==> src/rtl/state_transitions.sv <==
// -----------------------------------------------------------------------------
// state_transitions
//   Vending-machine controller: goods selection, coin payment, change and
//   refund, plus an 8-digit multiplexed seven-segment display of the amounts.
//
// Parameters
//   SCAN_DIV      sys_clk cycles each display digit is held (default 100000).
//
// Build option
//   CHANGE_MONEY_OUT_EN  when defined, adds the change_money output port.
//
// Ports
//   sys_clk        in   system clock
//   sys_rst_n      in   synchronous reset, active-HIGH despite the name
//   sys_Goods      in   add price*quantity to the amount due (SELECT)
//   sys_Confirm    in   start a sale (IDLE) / go to payment (SELECT)
//   sys_Change     in   step CHANGE -> DONE -> IDLE, or REFUND -> IDLE
//   sys_Cancel     in   abort from SELECT or PAY into REFUND
//   in_money_*     in   coin/note strobes worth 1/5/10/20/50 yuan
//   type_SW_high   in   goods-type switch, added to type_SW_low for the price
//   type_SW_low    in   goods-type switch
//   num_SW         in   quantity, 0..3
//   Bit_select     out  digit enable, active-low, one-cold
//   Seg_select     out  segments {dp,g,f,e,d,c,b,a}, active-low
//   need_money     out  amount due, yuan
//   input_money    out  amount paid, yuan
//   state_out      out  one-hot current state
//   change_money   out  change/refund amount (only with CHANGE_MONEY_OUT_EN)
// -----------------------------------------------------------------------------
module state_transitions #(
    parameter int SCAN_DIV = 100000
) (
    input  logic       sys_clk,
    input  logic       sys_rst_n,
    input  logic       sys_Goods,
    input  logic       sys_Confirm,
    input  logic       sys_Change,
    input  logic       sys_Cancel,
    input  logic       in_money_one,
    input  logic       in_money_five,
    input  logic       in_money_ten,
    input  logic       in_money_twenty,
    input  logic       in_money_fifty,
    input  logic [2:0] type_SW_high,
    input  logic [2:0] type_SW_low,
    input  logic [1:0] num_SW,
    output logic [7:0] Bit_select,
    output logic [7:0] Seg_select,
    output logic [7:0] need_money,
    output logic [7:0] input_money,
    output logic [5:0] state_out
`ifdef CHANGE_MONEY_OUT_EN
    ,
    output logic [7:0] change_money
`endif
);

    typedef enum logic [5:0] {
        S_IDLE   = 6'b000001,
        S_SELECT = 6'b000010,
        S_PAY    = 6'b000100,
        S_CHANGE = 6'b001000,
        S_DONE   = 6'b010000,
        S_REFUND = 6'b100000
    } state_t;

    localparam int CNT_W = (SCAN_DIV > 1) ? $clog2(SCAN_DIV) : 1;

    state_t     state;
    state_t     state_next;
    logic [7:0] change_amt;

    // ------------------------------------------------------------------
    // Strobe edge detection: one history register per strobe, so a held
    // button produces a single-cycle pulse in the cycle it first rises.
    // ------------------------------------------------------------------
    logic [8:0] strobe_in;
    logic [8:0] strobe_q;
    logic [8:0] strobe_p;

    assign strobe_in = {in_money_fifty, in_money_twenty, in_money_ten,
                        in_money_five, in_money_one,
                        sys_Cancel, sys_Change, sys_Confirm, sys_Goods};

    // NOTE: reset here is synchronous and active-high even though the port is
    // named sys_rst_n, so it sits inside the clocked branch, not the sensitivity list.
    always_ff @(posedge sys_clk) begin
        if (sys_rst_n) begin
            strobe_q <= '0;
        end else begin
            // NOTE: registers always use non-blocking assignment so every
            // flop samples the pre-edge value of its neighbours.
            strobe_q <= strobe_in;
        end
    end

    assign strobe_p = strobe_in & ~strobe_q;

    logic       goods_p, confirm_p, change_p, cancel_p;
    logic [4:0] coin_p;

    assign goods_p   = strobe_p[0];
    assign confirm_p = strobe_p[1];
    assign change_p  = strobe_p[2];
    assign cancel_p  = strobe_p[3];
    assign coin_p    = strobe_p[8:4];

    // ------------------------------------------------------------------
    // Arithmetic: price, line total, coin total, saturating sums
    // ------------------------------------------------------------------
    logic [3:0] price;
    logic [5:0] goods_amt;
    logic [6:0] coin_sum;
    logic [8:0] need_sum;
    logic [8:0] pay_sum;
    logic       paid_enough;

    assign price     = 4'(type_SW_high) + 4'(type_SW_low);
    assign goods_amt = 6'(price) * 6'(num_SW);
    assign coin_sum  = (coin_p[0] ? 7'd1  : 7'd0) + (coin_p[1] ? 7'd5  : 7'd0)
                     + (coin_p[2] ? 7'd10 : 7'd0) + (coin_p[3] ? 7'd20 : 7'd0)
                     + (coin_p[4] ? 7'd50 : 7'd0);
    assign need_sum    = 9'(need_money) + 9'(goods_amt);
    assign pay_sum     = 9'(input_money) + 9'(coin_sum);
    assign paid_enough = (input_money >= need_money);

    // ------------------------------------------------------------------
    // FSM process 1: state register
    // ------------------------------------------------------------------
    always_ff @(posedge sys_clk) begin
        if (sys_rst_n) begin
            state <= S_IDLE;
        end else begin
            state <= state_next;
        end
    end

    // ------------------------------------------------------------------
    // FSM process 2: next-state logic (Cancel outranks Confirm)
    // ------------------------------------------------------------------
    always_comb begin
        // NOTE: default first so every path assigns state_next and no latch is inferred.
        state_next = state;
        unique case (state)
            S_IDLE:   if (confirm_p) state_next = S_SELECT;
            S_SELECT: begin
                if (cancel_p)                               state_next = S_REFUND;
                else if (confirm_p && (need_money != 8'd0)) state_next = S_PAY;
            end
            S_PAY: begin
                // The comparison uses the registered totals, so CHANGE is
                // entered the cycle after the paid amount reaches the due amount.
                if (cancel_p)         state_next = S_REFUND;
                else if (paid_enough) state_next = S_CHANGE;
            end
            S_CHANGE: if (change_p) state_next = S_DONE;
            S_DONE:   if (change_p) state_next = S_IDLE;
            S_REFUND: if (change_p) state_next = S_IDLE;
            default:  state_next = S_IDLE;
        endcase
    end

    // ------------------------------------------------------------------
    // Amount registers
    // ------------------------------------------------------------------
    always_ff @(posedge sys_clk) begin
        if (sys_rst_n) begin
            need_money  <= '0;
            input_money <= '0;
            change_amt  <= '0;
        end else begin
            case (state)
                S_IDLE: begin
                    // Held at zero for the whole idle period, so a finished
                    // sale leaves nothing behind.
                    need_money  <= '0;
                    input_money <= '0;
                    change_amt  <= '0;
                end
                S_SELECT: begin
                    if (cancel_p) begin
                        change_amt <= input_money;
                    end else if (!confirm_p && goods_p) begin
                        need_money <= need_sum[8] ? 8'hFF : need_sum[7:0];
                    end
                end
                S_PAY: begin
                    if (cancel_p) begin
                        change_amt <= input_money;
                    end else if (paid_enough) begin
                        change_amt <= input_money - need_money;
                    end else if (coin_p != '0) begin
                        input_money <= pay_sum[8] ? 8'hFF : pay_sum[7:0];
                    end
                end
                default: ;
            endcase
        end
    end

    // ------------------------------------------------------------------
    // Display scan counter
    // ------------------------------------------------------------------
    logic [CNT_W-1:0] scan_cnt;
    logic [2:0]       scan_idx;

    always_ff @(posedge sys_clk) begin
        if (sys_rst_n) begin
            scan_cnt <= '0;
            scan_idx <= '0;
        end else if (scan_cnt == CNT_W'(SCAN_DIV - 1)) begin
            scan_cnt <= '0;
            scan_idx <= scan_idx + 3'd1;
        end else begin
            scan_cnt <= scan_cnt + CNT_W'(1);
        end
    end

    function automatic logic [7:0] seg_code(input logic [3:0] d);
        case (d)
            4'd0:    seg_code = 8'hC0;
            4'd1:    seg_code = 8'hF9;
            4'd2:    seg_code = 8'hA4;
            4'd3:    seg_code = 8'hB0;
            4'd4:    seg_code = 8'h99;
            4'd5:    seg_code = 8'h92;
            4'd6:    seg_code = 8'h82;
            4'd7:    seg_code = 8'hF8;
            4'd8:    seg_code = 8'h80;
            4'd9:    seg_code = 8'h90;
            default: seg_code = 8'hFF;
        endcase
    endfunction

    // ------------------------------------------------------------------
    // FSM process 3: output logic (display content for the current digit)
    // ------------------------------------------------------------------
    logic [7:0] val_a, val_b, disp_val, seg_next;
    logic [3:0] digit;

    always_comb begin
        val_a    = '0;
        val_b    = '0;
        case (state)
            S_SELECT: begin val_a = need_money;  val_b = 8'(goods_amt); end
            S_PAY:    begin val_a = need_money;  val_b = input_money;   end
            S_CHANGE,
            S_DONE:   begin val_a = input_money; val_b = change_amt;    end
            S_REFUND: begin val_a = '0;          val_b = change_amt;    end
            default: ;
        endcase

        disp_val = (scan_idx >= 3'd5) ? val_a : val_b;

        case (scan_idx)
            3'd7, 3'd2: digit = 4'(disp_val / 8'd100);
            3'd6, 3'd1: digit = 4'((disp_val / 8'd10) % 8'd10);
            3'd5, 3'd0: digit = 4'(disp_val % 8'd10);
            default:    digit = '0;
        endcase

        if (state == S_IDLE)                           seg_next = 8'hBF;
        else if (scan_idx == 3'd3 || scan_idx == 3'd4) seg_next = 8'hFF;
        else                                           seg_next = seg_code(digit);
    end

    // Registered display outputs; enable and segments come from the same
    // scan index, so they stay aligned with each other.
    always_ff @(posedge sys_clk) begin
        if (sys_rst_n) begin
            Bit_select <= 8'hFE;
            Seg_select <= 8'hBF;
        end else begin
            Bit_select <= ~(8'h01 << scan_idx);
            Seg_select <= seg_next;
        end
    end

    assign state_out = state;

`ifdef CHANGE_MONEY_OUT_EN
    assign change_money = change_amt;
`endif

endmodule

==> config.mk <==
export PLATFORM = sky130hd
export DESIGN_NAME = state_transitions
export DESIGN_NICKNAME = d
export VERILOG_FILES = /design/src/rtl/state_transitions.sv
export SDC_FILE = /design/constraint.sdc
export NUM_CORES = 1
export LEC_CHECK = 0
export ABC_AREA = 1
export CAP_MARGIN = 20
export CORE_MARGIN = 2
export CORE_UTILIZATION = 45
export CTS_BUF_LIST = sky130_fd_sc_hd__clkbuf_4 sky130_fd_sc_hd__clkbuf_8
export DETAILED_ROUTE_END_ITERATION = 12
export PLACE_DENSITY = 0.69
export SETUP_SLACK_MARGIN = 0.3
export SYNTH_ARGS = -nofsm -noshare
export SYNTH_HDL_FRONTEND = slang
export SYNTH_SLANG_ARGS = --single-unit
==> constraint.sdc <==
create_clock -name sys_clk -period 6.01 [get_ports sys_clk]
set_clock_uncertainty 0.1 [all_clocks]
set_input_delay 1.202 -clock sys_clk [delete_from_list [all_inputs] [get_ports sys_clk]]
set_output_delay 1.202 -clock sys_clk [all_outputs]
set_load 0.05 [all_outputs]
==> impl_summary.txt <==
----------------------------------------------------
[Route]
  Total detailed-routing wirelength ... 14300 µm
  DRC viols ... 0
  TritonRoute pass-1 iters ... 5
  Post-route antenna net violation count ... 0
  Detail-routed via count per cell ... 5.01
  Vias ... 5800
  DRC violation total after the first TritonRoute iteration ... 276
  Wire length per cell ... 12.4 µm

[Timing]
  Worst setup margin ... -61.7 ps
  Setup_tns ... -159 ps
  Final-report max-slew violation count ... 0
  Worst slew pin tran ... 1100 ps
  Hold violation total from the final report ... 0
  Maximum clock frequency ... 165 MHz
  RSZ-0062 raised after global routing ... true
  Clock period minus worst slack ... 6070 ps
  Portion of the clock cycle consumed by the worst path in the final layout ... 101%
  Final setup vio count ... 6
  Relative slew slack ... 26.3%

[Logic synthesis]
  Top cells by area, synth ... dfxtp_1 (26%), nand2_1 (12%), ha_1 (9.6%), inv_1 (7.6%), nor2_1 (5.4%)
  Mux share of post-synthesis cell area ... 0%
  Number of flops mapped to enable cells by yosys ... 0
  Simple logic cell fraction of the synthesized area ... 33.4%
  Number of cells produced by synthesis ... 846
  Number of nets in the synthesized netlist ... 918
  FFs w/ async S/R, synth ... 0%
  Ys flop type ... dfxtp_1
  Post-synth cell types ... 56
  Total of flip-flops plus latches after synthesis ... 74
  Compound-Gate Fraction of Synth Area ... 15.5%
  Synthesis Warnings ... 0
  Parity-gate share of the synthesized area counting xor and xnor cells ... 2.90%
  Cell accounting for the most synthesized area ... dfxtp_1
  Adder and majority gate portion of the synthesized area ... 12.7%
  Area of the mapped netlist ... 5740 µm²
  Area fraction of the dominant cell type after synthesis ... 25.8%
  Dominant combinational cell family by area after synthesis ... simple AND/OR/NAND/NOR gates
  Mean Syn Cell Area ... 6.79 µm²
  Register area share after synthesis ... 25.8%

[Clock tree]
  Register clock-pin slew on the reported worst setup and hold paths ... 70 ps
  Clock tree from TritonCTS ... yes
  TritonCTS Buffers ... 9
  Root buffer cell ... clkbuf_8
  Total number of clock tree sinks ... 74
  Clock latency on the worst-skew pair ... 350 ps
  Maximum root-to-sink buffer count ... 2
  H-tree level count ... 3

[Worst setup path]
  Capture instance of the worst register-to-register path ... Seg_select[6]
  Critical path arrival ... 6260 ps
  Startpoint class of the critical path ... input port
  Critical register-to-register path startpoint ... scan_idx[1]
  Maximum fanout encountered on the critical timing path ... 6
  Critical path endpoint category ... flop
  Critical Setup Path Class ... input port to flop
  Internal reg-to-reg setup slack ... 1010 ps
  Data required time of the worst path ... 6200 ps
  Maximum single-stage delay on the critical path ... 530 ps
  Number of cell instances on the worst register-to-register path ... 42
  Slowest-stage cell, CP ... fa_2

[Place]
  IO Port Bufs ... 55
  DP Worst Slack ... -805 ps
  Post-DP HPWL ... 10700 µm
  Placed cell areas ... 6950 µm²
  Gp weighted congestion ... 0.898

[Power]
  Leak Pwr ... 3.53 nW
  Maximum vdd ir drop ... 259 µV
  Pwr Density ... 213 nW/µm²
  Overall power consumption ... 0.00162 W

[Floorplanning]
  Ports ... 57
  Row count ... 41
  Core footprint ... 12500 µm²
  Die height ... 117 µm
  Die Area ... 13700 µm²
  Initial Util ... 45.9%
  Chip Width ... 117 µm

[Global route]
  Number of antenna violations at the first check in global routing ... 0
  Via count of the first global-routing pass ... 5519
  First-pass GRT wire length ... 24500 µm
  Total overflow reported by the global router ... 0
  Largest net degree at the start of global routing ... 44
  Combined global-route utilization of all metal layers ... 22.1%

[Layout]
  Share of final-layout standard cells stronger than drive strength 1 ... 22.7%
  Most common cell after layout, fill and taps aside ... nand2_1
  Fin area ... 7620 µm²
  Count of antenna diodes in the layout ... 0
  Net count of the finished layout ... 1054
  FF+latch area ... 1480 µm²
  Area grow syn2layout ... 32.7%
  Leading cell types in the layout, fill and taps excluded ... nand2_1 (173), inv_1 (112), nor2_1 (80)
  Multi-input combinational cell area ... 4030 µm²
  Fill count ... 1178

[Hold path]
  Worst min-delay path class ... flop to flop
  Hold Path Sink ... scan_cnt[0]
  Hold Crit Depth ... 1
  Hold path startpoint ... scan_cnt[0]

[Run status]
  Result of the run ... finished with violations
  Violated checks ... negative setup slack

[Flow run]
  # Max-Cap Violations ... 0

----------------------------------------------------
report_power, final:
group	switching (W)	internal, W	leakage [nW]
Sequential	0.0000274	0.000531	0.602
Combinational	0.000451	0.000206	2.82
Clock	0.000179	0.000228	0.109
Total	0.000658	0.000964	3.53
Yosys cell counts (all sizes together), types with 3 or more instances:
master    n
and2      5
nand2   219
or2       6
o31ai     3
inv     133
o211ai    4
o21ai    54
nor3     10
nor4      4
dfxtp    74
a31oi     4
clkbuf    7
ha       44
o221ai    5
nor2     91
nand3    56
xor2     17
fa        9
nand4    11
clkinv    3
a211oi    5
a21oi    55
o22ai     5
stage by stage:
step / utilization [%] / hold WS [ps] / std cells
2_1_floorplan: - / 318 / 846
4_1_cts: 59.5 / 355 / 1155
3_5_place_dp: 55.5 / 338 / 1120
3_3_place_gp: 55.5 / 333 / 1120
6_report: 60.9 / 357 / 1158
5_1_grt: 60.9 / 375 / 1158
per-layer routing:
layer | routed length (µm) | track usage [%] | part of all wire, % | vias up
met5 | 0 | 0 | 0 | -
met4 | 272 | 6.12 | 1.9 | 0
met3 | 536 | 3.24 | 3.7 | 24
met2 | 6730 | 37.4 | 47 | 99
met1 | 6770 | 29.5 | 47 | 2641
li1 | - | - | - | 3036
registers in the layout, summed over array words and instances (netlist names):
signal       count
input_money      8
strobe_q         9
Bit_select       8
change_amt       8
state_out        6
scan_cnt        17
scan_idx         3
need_money       8
Seg_select       7
what timing repair did:
item,in CTS,in global routing
pin swaps,37,31
hold buffers,0,0
gates resized for setup,47,37
buffers inserted,20,3
endpoints found under the setup margin,7,7
worst max-delay path, delay by kind of cell:
kind,cells,cell delay (ps)
buffers and inverters,12,1090
adder cells (fa/ha/maj),5,1350
AND/OR/NAND/NOR,27,2290
AO/OA/AOI/OAI,2,340
how the worst max path moves through the flow:
| stage | start | end | cells past startpoint |
|---|---|---|---|
| global placement | type_SW_high[0] | Seg_select[4] | 40 |
| global route | type_SW_low[0] | Seg_select[6] | 47 |
| detailed placement | type_SW_high[0] | Seg_select[0] | 47 |
| floorplan | type_SW_high[0] | Seg_select[0] | 45 |
| finish | type_SW_low[0] | Seg_select[6] | 46 |
| CTS | type_SW_low[0] | Seg_select[0] | 46 |
final cells by class:
cell class	count	area share, %
clock buffers	13	2.27
flip-flops and latches	74	19.4
well taps	172	2.83
repair buffers	134	15.2
inverters	136	6.83
multi-input cells	627	52.9
clock inverters	2	0.460
cells by family after synthesis:
logic type,count (synthesis)
adder cells (fa/ha/maj),53
buffers and inverters,145
flip-flops,74
XOR/XNOR,19
AO/OA/AOI/OAI,149
other,1
AND/OR/NAND/NOR,405
Power figures use the tool's default switching activity.
